## src/rtl/q_chain_loader.sv

```systemverilog
// q_chain_loader: serial load / clear / preset controller for a chain of Q_FRAG cells.
// Ports: QCK clock, QRT async active-high reset; IN_VALID/IN_READY/IN_CMD/IN_DATA command
// handshake (00 load, 01 clear, 10 preset, 11 reserved); QDI_O/QEN_O/QRT_O/QST_O/CDS_O
// registered chain controls; BUSY while not idle, DONE/ERR one-cycle completion pulses.
module q_chain_loader #(
    parameter int WIDTH      = 8,
    parameter int CLR_CYCLES = 2
) (
    input  logic             QCK,
    input  logic             QRT,
    input  logic             IN_VALID,
    output logic             IN_READY,
    input  logic [1:0]       IN_CMD,
    input  logic [WIDTH-1:0] IN_DATA,
    output logic             QDI_O,
    output logic             QEN_O,
    output logic             QRT_O,
    output logic             QST_O,
    output logic             CDS_O,
    output logic             BUSY,
    output logic             DONE,
    output logic             ERR
);
    localparam int MAXC = WIDTH > CLR_CYCLES ? WIDTH : CLR_CYCLES;
    localparam int CW   = $clog2(MAXC + 1);
    typedef enum logic [2:0] {IDLE, SHIFT, CLR, SET, FINISH} state_t;
    state_t           state_q, state_d;
    logic [CW-1:0]    cnt_q, cnt_d;
    logic [WIDTH-1:0] sr_q, sr_d;
    logic             qdi_q, qdi_d;
    logic             qen_q, qen_d;
    logic             qrt_q, qrt_d;
    logic             qst_q, qst_d;
    logic             cds_q, cds_d;
    logic             done_q, done_d;
    logic             err_q, err_d;
    logic             accept;
    assign IN_READY = (state_q == IDLE) && !QRT;
    assign accept   = IN_VALID && IN_READY;
    assign BUSY     = state_q != IDLE;
    assign QDI_O    = qdi_q;
    assign QEN_O    = qen_q;
    assign QRT_O    = qrt_q;
    assign QST_O    = qst_q;
    assign CDS_O    = cds_q;
    assign DONE     = done_q;
    assign ERR      = err_q;
    // Outputs are derived from the next state so every pin is a flop and changes only on QCK.
    always_comb begin
        state_d = state_q;
        cnt_d   = cnt_q;
        sr_d    = sr_q;
        qdi_d   = qdi_q;
        err_d   = 1'b0;
        case (state_q)
            IDLE: begin
                if (accept) begin
                    case (IN_CMD)
                        2'b00: begin
                            // First bit goes out immediately; the rest wait MSB-aligned in sr.
                            state_d = SHIFT;
                            cnt_d   = CW'(WIDTH);
                            qdi_d   = IN_DATA[WIDTH-1];
                            sr_d    = IN_DATA << 1;
                        end
                        2'b01: begin
                            state_d = CLR;
                            cnt_d   = CW'(CLR_CYCLES);
                        end
                        2'b10: begin
                            state_d = SET;
                            cnt_d   = CW'(CLR_CYCLES);
                        end
                        default: begin
                            state_d = FINISH;
                            err_d   = 1'b1;
                        end
                    endcase
                end
            end
            SHIFT, CLR, SET: begin
                cnt_d = cnt_q - 1'b1;
                if (cnt_q == CW'(1)) begin
                    state_d = FINISH;
                end else if (state_q == SHIFT) begin
                    qdi_d = sr_q[WIDTH-1];
                    sr_d  = sr_q << 1;
                end
            end
            FINISH:  state_d = IDLE;
            default: state_d = IDLE;
        endcase
        qen_d  = state_d == SHIFT;
        qrt_d  = state_d == CLR;
        qst_d  = state_d == SET;
        cds_d  = (state_d != CLR) && (state_d != SET);
        done_d = state_d == FINISH;
    end
    always_ff @(posedge QCK or posedge QRT) begin
        if (QRT) begin
            state_q <= IDLE;
            cnt_q   <= '0;
            sr_q    <= '0;
            qdi_q   <= 1'b0;
            qen_q   <= 1'b0;
            qrt_q   <= 1'b1;
            qst_q   <= 1'b0;
            cds_q   <= 1'b0;
            done_q  <= 1'b0;
            err_q   <= 1'b0;
        end else begin
            state_q <= state_d;
            cnt_q   <= cnt_d;
            sr_q    <= sr_d;
            qdi_q   <= qdi_d;
            qen_q   <= qen_d;
            qrt_q   <= qrt_d;
            qst_q   <= qst_d;
            cds_q   <= cds_d;
            done_q  <= done_d;
            err_q   <= err_d;
        end
    end
endmodule

```

## config.mk

```make
export PLATFORM = sky130hd
export DESIGN_NAME = q_chain_loader
export DESIGN_NICKNAME = d
export VERILOG_FILES = /design/src/rtl/q_chain_loader.sv
export SDC_FILE = /design/constraint.sdc
export NUM_CORES = 1
export LEC_CHECK = 0
export BUFFER_PORTS_ARGS = -buffer_cell sky130_fd_sc_hd__buf_2
export CAP_MARGIN = 10
export CORE_MARGIN = 2
export CORE_UTILIZATION = 44
export CTS_CLUSTER_SIZE = 24
export DETAILED_ROUTE_END_ITERATION = 7
export PLACE_DENSITY = 0.75
export SYNTH_ARGS = -nofsm -noshare
export SYNTH_HDL_FRONTEND = slang
export SYNTH_SLANG_ARGS = --single-unit
```

## constraint.sdc

```tcl
create_clock -name QCK -period 1.8 [get_ports QCK]
set_input_delay 0.27 -clock QCK [delete_from_list [all_inputs] [get_ports QCK]]
set_output_delay 0.27 -clock QCK [all_outputs]
set_load 0.05 [all_outputs]
```

After elaboration in Yosys (flattened, before gate mapping) --
Index checks and enable logic that the tools add are counted.
Operators by class: add/subtract/negate cells 1, equality and inequality tests 17, reductions and logical operators 13, muxes and demuxes 20
Operators with widths (count):
- two-way mux 8 bit | 4
- case mux 4 bit (2 select lines) | 2
- case mux 8 bit (2 select lines) | 1
- == test 3 x 2 -> 1 bit, second input constant | 4
- inequality test 3 x 2 -> 1 bit, second input constant | 3
- case mux 3 bit (3 select lines) | 1
- two-way mux 1 bit | 7
- == test 3 x 1 -> 1 bit, second input constant | 2
- two-way mux 3 bit | 2
- inequality test 2 bit, second input constant | 3
- case mux 3 bit (2 select lines) | 1
- OR reduction 3 bit | 2
- AND reduction 5 bit | 1
- == test 4 x 1 -> 1 bit, second input constant | 1
- two-way mux 4 bit | 1
- subtractor 4 x 1 -> 4 bit, second input constant | 1
- == test 3 bit, second input constant | 1
- logical AND 1 bit | 3
- zero test 3 bit | 1
- AND reduction 3 bit | 1
- nonzero test 3 bit | 1
- == test 2 x 1 -> 1 bit, second input constant | 1
- == test 2 bit, second input constant | 1
- zero test 2 bit | 1
- other kinds (5) | 5
Word-level totals: output and inout port bits 9, word-level logic and storage cells 61, bits of input ports 13, register bits after elaboration 22

Logic depth before layout (Yosys ltp) --
Gate-level depths: netlist of run 1.
depth after elaboration 7, gate-level depth with buffers 7, gate-level depth less buffers 6

Worst setup path after synthesis of run 1 --
No wires, ideal clock.
path kind register to output, start register state_q[1], end output port IN_READY, setup slack -0.156 ns, path buffers 0, cell stages (with the launch flop) 4, arrival 1.686 ns, data required time 1.530 ns, cell sequence dfrtp_1 -> nor3_1 -> inv_1 -> nor2_1
On the way: longest elaborated chain between the ends 2
Ends and longest elaborated chain:
- start: declaration | RTL line 27 | state_t state_q, state_d;
- start signal: assignment | RTL line 112 | state_q <= state_d;
- zero test 3 bit | RTL line 38 | assign IN_READY = (state_q == IDLE) && !QRT;
- logical AND 1 bit | RTL line 38
- end: declaration | RTL line 12 | output logic IN_READY,
No other way between the ends.

Worst setup path in the final report of run 1 --
start register cnt_q[1], end register qdi_q, in the netlist QDI_O
On the way: longest elaborated chain between the ends 3
Ends and longest elaborated chain:
- start: declaration | RTL line 28 | logic [CW-1:0] cnt_q, cnt_d;
- start signal: assignment | RTL line 113 | cnt_q <= cnt_d;
- == test 4 x 1 -> 1 bit | RTL line 83 | if (cnt_q == CW'(1)) begin
- inequality test 2 bit (no line)
- AND reduction 5 bit (no line)
- end signal: assignment | RTL line 115 | qdi_q <= qdi_d;
- end: declaration | RTL line 30 | logic qdi_q, qdi_d;
No other way between the ends. A chain may end at the register's enable or synchronous reset.

==> results of run 1 <==
## power by group through the flow
stage	Combinational, mW	Sequential, mW	Clock (mW)
after CTS	1.23	0.817	0.235
after global routing	1.54	0.865	0.255
after detailed placement	1.22	0.827	0
after global placement	1.19	0.812	0
final	1.39	0.838	0.230
after floorplan	0.820	0.968	0
## registers in the layout (all words and copies together), names as in the netlist
signal and cells:
sr_q 7, cnt_q 4, CDS_O 1, QDI_O 1
ERR 1, state_q 3, QST_O 1, QRT_O 1
DONE 1, QEN_O 1
## worst max-delay path: cells and delay by family, from the launching register on
family          cells  cell delay [ns]
fa+ha+maj           1             0.12
simple gates        1             0.40
flops               1             0.43
compound gates      2             0.41
buf+inv             2             0.31
## layer usage
layer | GRT usage (%) | vias to the layer above
met4 | 3.85 | 0
met5 | 0 | -
li1 | - | 424
met1 | 23.9 | 414
met3 | 3.39 | 2
met2 | 27.8 | 11
## timing repair
item | in CTS | in global routing
pin swaps | 1 | 1
hold buffers | 1 | 0
setup buffers | 0 | 4
resized for setup | 2 | 9
endpoints found under the hold margin | 5 | 0
endpoints found under the setup margin | 3 | 9
gates cloned | 0 | 1
## worst min-delay path by stage
stage | startpoint | endpoint | slack, ns | cells after the start
6_report | IN_DATA[0] | sr_q[1] | 0.20 | 3
2_1_floorplan | QRT | CDS_O | 0.25 | 1
5_1_grt | IN_DATA[0] | sr_q[1] | 0.20 | 3
3_3_place_gp | QRT | ERR | 0.24 | 2
4_1_cts | IN_DATA[0] | sr_q[1] | 0.22 | 3
3_5_place_dp | QRT | ERR | 0.25 | 2
## cell usage in the layout (no fill, tap or decap), types with 4 or more instances in the layout
cell type / Yosys / routed
inv_1: 7 / 6
buf_2: 0 / 20
nor2_1: 11 / 10
buf_4: 0 / 9
ha_1: 5 / 4
o21ai_1: 0 / 5
o21ai_0: 12 / 7
dfrtp_1: 20 / 19
mux2i_1: 7 / 7
nand2_1: 12 / 12
## per-stage QoR
step | util [%] | setup slack [ns] | hold WS, ns | setup TNS [ns] | cells
after floorplan | - | 0.0701 | 0.246 | 0 | 104
after global placement | 54.2 | 0.104 | 0.241 | 0 | 155
after detailed placement | 54.2 | 0.00222 | 0.246 | 0 | 155
after CTS | 56.0 | 0.000230 | 0.216 | 0 | 160
after global routing | 59.8 | -0.0477 | 0.197 | -0.217 | 165
final | 59.8 | 0.0248 | 0.197 | 0 | 165
## logic make-up (layout without fill, tap and decap cells)
kind of cell / count (synthesis) / after routing / share of synthesized area [%]
buffers and inverters: 10 / 43 / 5.80
multiplexers: 7 / 7 / 6.50
AO/OA/AOI/OAI: 24 / 24 / 15.5
AND/OR/NAND/NOR: 36 / 36 / 16.7
XOR/XNOR: 1 / 1 / 0.812
flip-flops: 21 / 21 / 48.8
adder cells (fa/ha/maj): 5 / 5 / 5.80
## final cells by class
type	instances	area (µm²)
inverter	7	26.3
sequential	21	528
timing repair buffer	32	223
fill	207	906
multi-input combinational	73	509
clock inverter	1	5.00
clock buffer	3	22.5
tap	28	35.0
==> results.ini, run 1 <==
[run_status]
status = completed

[synthesis]
synth.distinct_cells = 29
syn_inst = 104
synth-edff-count = 0
yosys_register_bits = 21
synth_area_leader_cell = dfrtp_1
yosys_most_used_dff = dfrtp_1
yosys-top-cells-count = dfrtp_1 (20), nand2_1 (12), o21ai_0 (12)
synth_seq_area_share_pct = 48.8
yosysMostFrequentCell = dfrtp_1
synthTopCellsByArea = dfrtp_1 (46%), mux2i_1 (6.5%), ha_1 (5.8%)
synth_top_area_share_pct = 46.4
syn_area_per_cell_um2 = 10.4
async_flop_share_pct = 100
synth_fp_nets = 122
synth_area_um2 = 1080
yosysWarnings = 0

[power_and_ir_drop]
total_power_mw = 2.46
power_density_nw_per_um2 = 1820
vdd_ir_drop_max_uv = 1190
pwr-share-comb_pct = 56.6
pwr-share-clk_pct = 9.4
internal-power_mw = 1.34
total_leakage_power_nw = 0.681
p_sw_mw = 1.12
seq_power_share_pct = 34.1
switching_share_pct = 45.5

[global_routing]
grt_overflow = 0
antenna_found_initial = 0
grt_start_max_net_pins = 17
grt_pass1_wl_mm = 3.57
grt_pass1_vias = 805
track_usage_pct = 17.2

[floorplan]
core_region_area_um2 = 2250
die_w_um = 53.5
top_level_ports = 22
fp.dieH_um = 53.5
dieArea_um2 = 2860
rows = 17
initial_core_util_pct = 47.8

[clock_network]
htreeDepth = 1
clk_pin_slew_ns = 0.12
cts_sinks = 21
root_buffer = clkbuf_4
cts_buffers = 3
cts_tree = yes
clock_latency_ns = 0.30
cts_buffer_depth = 2

[timing]
min_period_ns = 1.78
fin_crit_sh_pct = 98.6
maxSlewViolCount = 0
finalHoldViolCount = 0
slew_headroom_pct = 77.4
worstMarginPinSlew_ns = 0.338
setup_viol = 0
skew_ns = 0.00421
max_freq_ghz = 0.563

[worst_setup_path]
endpoint_kind = flip-flop
ff2ff_setup_slack_ns = 0.02
worstSetupPathType = flip-flop to flip-flop
worstPathCellList = inv_2 > ha_4 > or3b_4 > a32oi_4 > clkbuf_16 > o21ai_0
crit_end = QDI_O
cp_max_fo = 8
cp_data_arrival_time_ns = 1.97
critPathLaunchType = flip-flop
crit_start = cnt_q[1]
r2r_end = QDI_O
reg2reg_depth = 6
max_stage_delay_ns = 0.43
reg2reg_from = cnt_q[1]
required_ns = 1.99
worst_path_max_delay_cell = dfrtp_1

[detailed_routing]
routed_wl_mm = 2.08
drt-met1-wl_um = 970
vias = 851
post-route-drc-count = 0
top_layer = met4
wl_met3_um = 55
first_pass_iters = 4
avgRoutedWirePerCell_um = 12.6
vias_per_cell = 5.16
drt-initial-drc-count = 17
ant_nets = 0
met2WireLength_mm = 1.04

[cells_and_area]
drive_gt1_share_pct = 33.6
synthToLayoutAreaGrowth_pct = 25.1
diodes = 0
finalInstanceArea_um2 = 1350
fin_nets = 156

[place]
placed_cell_area_um2 = 1220
gp_congestion = 0.786
hpwl_mm = 1.55
port-buffer-count = 21

[run]
maxCapViolCount = 0

[min_path]
hold_class = input port to flip-flop

(Power assumes the default switching activity.)
==> inputs of run 2 (changes only) <==
--- a/config.mk
+++ b/config.mk
@@ -11,7 +11,7 @@
 export CORE_UTILIZATION = 44
 export CTS_CLUSTER_SIZE = 24
 export DETAILED_ROUTE_END_ITERATION = 7
-export PLACE_DENSITY = 0.75
+export PLACE_DENSITY = 0.68
 export SYNTH_ARGS = -nofsm -noshare
 export SYNTH_HDL_FRONTEND = slang
 export SYNTH_SLANG_ARGS = --single-unit
==> results.ini, run 2 (synthesis gave the netlist of run 1 again) <==
[timing]
max_freq_ghz = 0.584
rsz0062_at_grt = false
min_period_ns = 1.71
slew_headroom_pct = 72.9
setup-tns-final_ns = 0
maxSlewViolCount = 0
setup_viol = 0
worst_slack_ns = 0.0883
worstMarginPinSlew_ns = 0.406
skew_ns = 0.00738
fin_crit_sh_pct = 95.1
finalHoldViolCount = 0

[cells_and_area]
final_util_pct = 56.9
final_cell_mix = buf_2 (20), dfrtp_1 (19), o21ai_0 (12), nand2_1 (12), nor2_1 (10)
diodes = 0
instances_no_fill = 161
drive_gt1_share_pct = 30.1
regMostFlops = sr_q
synthToLayoutAreaGrowth_pct = 18.9
reg_top3 = sr_q x7, cnt_q x4, state_q x3
fin_nets = 152
largest_reg_flops = 7
final_common_cell = buf_2

[clock_network]
cts_tree = yes
clk_pin_slew_ns = 0.12
htreeDepth = 1
cts_buffer_depth = 2
root_buffer = clkbuf_4
cts_sinks = 21
cts_buffers = 3
clock_latency_ns = 0.30

[power_and_ir_drop]
power_density_nw_per_um2 = 1810
total_leakage_power_nw = 0.649
vdd_ir_drop_max_uv = 1070

[floorplan]
initial_core_util_pct = 47.8
dieArea_um2 = 2860
die_w_um = 53.5
fp.dieH_um = 53.5
rows = 17
core_region_area_um2 = 2250
top_level_ports = 22

[detailed_routing]
routed_wl_mm = 2.20
drt-initial-drc-count = 18
vias = 842
vias_per_cell = 5.23
ant_nets = 0
post-route-drc-count = 0
avgRoutedWirePerCell_um = 13.7
first_pass_iters = 4

[place]
dp_slack_ns = 0.00342
hpwl_mm = 1.69
dpl.cell_count = 154
gp_congestion = 0.754
port-buffer-count = 21

[worst_setup_path]
critPathLaunchType = flip-flop
cp_top_family = flip-flops
cp_data_arrival_time_ns = 1.44
max_stage_delay_ns = 0.51
required_ns = 1.53
worstSetupPathType = flip-flop to output port
endpoint_kind = output port
cp_max_fo = 6
worstPathCellList = nor3_4 > inv_1 > nor2_2 > clkbuf_4
worst-path-buf-inv = 2
worst_path_max_delay_cell = dfrtp_1

[run_status]
status = completed

[global_routing]
grt_overflow = 0
track_usage_pct = 18.6
antenna_found_initial = 0
grt_pass1_wl_mm = 3.82
grt_start_max_net_pins = 18
grt_pass1_vias = 857

[run]
maxCapViolCount = 0

[min_path]
hold_class = input port to flip-flop

## run 2: path summary, 6_finish.rpt
path | from | end | slack [ns] | depth (start not counted)
worst max-delay path | state_q[0] | IN_READY | 0.09 | 4
worst min-delay path | IN_DATA[0] | sr_q[1] | 0.20 | 3
worst max register to register | cnt_q[1] | sr_q[7] | 0.10 | 7
worst min register to register | sr_q[4] | sr_q[4] | 0.49 | 2
max in group asynchronous | QRT | QRT_O | 0.81 | 4
min in group asynchronous | QRT | cnt_q[3] | 0.46 | 3
## run 2: report_power, final
group / leakage, nW / internal (mW) / total, mW / switching (mW)
Clock: 0.0177 / 0.0827 / 0.227 / 0.145
Combinational: 0.367 / 0.475 / 1.26 / 0.786
Sequential: 0.264 / 0.672 / 0.827 / 0.155
## run 2: final cells by class
class,instances,area [µm²]
Fill cell,225,972
Sequential cell,21,528
Multi-Input combinational cell,73,503
Timing Repair Buffer,28,163
Tap cell,28,35.0
Inverter,7,26.3
Clock buffer,3,22.5
Clock inverter,1,5.00
## run 2: stage by stage
| step | power (mW) | hold WS [ns] | cell area, µm² |
|---|---|---|---|
| finish | 2.32 | 0.203 | 1280 |
| global route | 2.50 | 0.252 | 1280 |
| CTS | 2.31 | 0.199 | 1270 |
| floorplan | 1.79 | 0.246 | 1080 |
| global placement | 1.98 | 0.229 | 1210 |
| detailed placement | 2.04 | 0.244 | 1210 |
## run 2: timing repair
action,CTS,global route
pin swaps,1,0
cloned,0,0
hold buffers,1,0
buffers inserted,2,0
setup endpoints to repair,2,1
hold endpoints to repair,4,0
gates resized for setup,1,3
## run 2: worst register-to-register path: cells and delay by family (launching register included)
| family | cells | cell delay (ns) |
|---|---|---|
| AO/OA/AOI/OAI | 2 | 0.32 |
| adder cells (fa/ha/maj) | 1 | 0.14 |
| buffers and inverters | 2 | 0.26 |
| flip-flops | 1 | 0.42 |
| AND/OR/NAND/NOR | 2 | 0.48 |
## run 2: routing by layer
metal  global-route usage (%)  vias to the layer above  share of wire [%]
li1                         -                      414                  -
met1                     23.4                      415                 45
met2                     32.3                       11                 53
met3                     3.67                        2                1.9
met4                     5.13                        0               0.73
met5                        0                        -                  0
==> inputs of run 3 (changes only) <==
--- a/config.mk
+++ b/config.mk
@@ -8,10 +8,11 @@
 export BUFFER_PORTS_ARGS = -buffer_cell sky130_fd_sc_hd__buf_2
 export CAP_MARGIN = 10
 export CORE_MARGIN = 2
-export CORE_UTILIZATION = 44
+export CORE_UTILIZATION = 45
+export CTS_BUF_LIST = sky130_fd_sc_hd__clkbuf_2 sky130_fd_sc_hd__clkbuf_4 sky130_fd_sc_hd__clkbuf_8
 export CTS_CLUSTER_SIZE = 24
 export DETAILED_ROUTE_END_ITERATION = 7
-export PLACE_DENSITY = 0.68
+export PLACE_DENSITY = 0.7
 export SYNTH_ARGS = -nofsm -noshare
 export SYNTH_HDL_FRONTEND = slang
 export SYNTH_SLANG_ARGS = --single-unit
==> results.ini, run 3 (synthesis gave the netlist of run 1 again) <==
[floorplan]
rows = 17
dieArea_um2 = 2800
top_level_ports = 22
initial_core_util_pct = 48.3
die_w_um = 53.0
fp.dieH_um = 53.0
core_region_area_um2 = 2230

[place]
hpwl_mm = 1.51
port-buffer-count = 21
placed_cell_area_um2 = 1220
dpl.cell_count = 155
gp_congestion = 0.754

[worst_setup_path]
endpoint_kind = flip-flop
required_ns = 2.00
critPathLaunchType = flip-flop
worstSetupPathType = flip-flop to flip-flop
cp_data_arrival_time_ns = 1.92
cp_max_fo = 14

[timing]
setup-tns-final_ns = 0
rsz0062_at_grt = false
whs_ns = 0.0240
maxSlewViolCount = 0
slew_headroom_pct = 72.7
min_period_ns = 1.71
setup_viol = 0
fin_crit_sh_pct = 95.1
finalHoldViolCount = 0
skew_ns = 0.00470
worstMarginPinSlew_ns = 0.408
max_freq_ghz = 0.584

[power_and_ir_drop]
vdd_ir_drop_max_uv = 1410
total_leakage_power_nw = 0.651
power_density_nw_per_um2 = 1820
total_power_mw = 2.33

[detailed_routing]
vias_per_cell = 5.03
avgRoutedWirePerCell_um = 12.3
drt-initial-drc-count = 9
routed_wl_mm = 1.97
ant_nets = 0
post-route-drc-count = 0
first_pass_iters = 5
vias = 805

[global_routing]
grt.met3_usage_pct = 3.39
grtUsageMet2_pct = 26.3
grt_overflow = 0
grt_pass1_vias = 754
grt_pass1_wl_mm = 3.35
antenna_found_initial = 0
top_usage_layer = met2
grt_start_max_net_pins = 22
track_usage_pct = 16.6
grt_use_met1_pct = 22.8

[cells_and_area]
drive_gt1_share_pct = 30.3
fin_nets = 151
reg_top3 = sr_q x7, cnt_q x4, state_q x3
largest_reg_flops = 7
instances_no_fill = 160
multi_input_area_um2 = 497
regMostFlops = sr_q
fill_cells = 212
finalInstanceArea_um2 = 1280
final_cell_mix = dfrtp_1 (20), buf_2 (20), o21ai_0 (12), nand2_1 (12), nor2_1 (10)
synthToLayoutAreaGrowth_pct = 18.7
diodes = 0
register_area_um2 = 527

[clock_network]
htreeDepth = 1
cts_buffers = 3
cts_sinks = 21
cts_hold_buffers = 0
root_buffer = clkbuf_4
cts_tree = yes
cts_buffer_depth = 2
clock_latency_ns = 0.29
clk_pin_slew_ns = 0.11

[min_path]
hold_class = input port to asynchronous set/reset pin

[run_status]
status = completed

[run]
maxCapViolCount = 0

==> run 3: critical path: stages, from the launching register on <==
cell and delay (ns):
dfrtp_1 0.41, inv_2 0.06, ha_1 0.13, or3b_4 0.41
a32oi_4 0.29, buf_12 0.16, nand2_1 0.06, o21ai_0 0.09
==> run 3: worst paths after layout <==
check | start | to | slack, ns | cells past startpoint
worst max-delay path | cnt_q[1] | sr_q[5] | 0.09 | 7
worst min-delay path | QRT | cnt_q[3] | 0.02 | 3
worst max register to register | cnt_q[1] | sr_q[5] | 0.09 | 7
worst min register to register | sr_q[6] | sr_q[6] | 0.49 | 2
max in group asynchronous | QRT | QRT_O | 1.50 | 3
min in group QCK | IN_DATA[0] | sr_q[1] | 0.22 | 3
==> run 3: stage by stage <==
stage                     utilization, %  setup WS (ns)
after floorplan                        -         0.0701
after global placement              54.7          0.101
after detailed placement            54.7         0.0409
after CTS                           56.1        0.00536
after global routing                57.3         0.0206
final                               57.3         0.0880
==> run 3: layout make-up <==
type / count / area share, %
flip-flops and latches: 21 / 41.2
repair buffers: 27 / 12.9
inverters: 7 / 2.05
clock buffers: 4 / 2.35
multi-input cells: 73 / 38.8
well taps: 28 / 2.74
==> run 3: layer usage <==
metal,vias up,wire length [µm]
li1,410,-
met1,384,907
met2,9,1010
met3,2,44
met4,0,12
met5,-,0
==> run 3: power by group <==
part	total, mW	leakage (nW)	switching (mW)	internal, mW
clock	0.237	0.0184	0.136	0.101
combinational	1.28	0.367	0.778	0.498
sequential	0.812	0.265	0.143	0.670
==> run 3: what timing repair did <==
item                       in CTS  in global routing
resized for setup               0                  3
pin swaps                       1                  1
buffers inserted                0                  1
setup endpoints to repair       1                  9
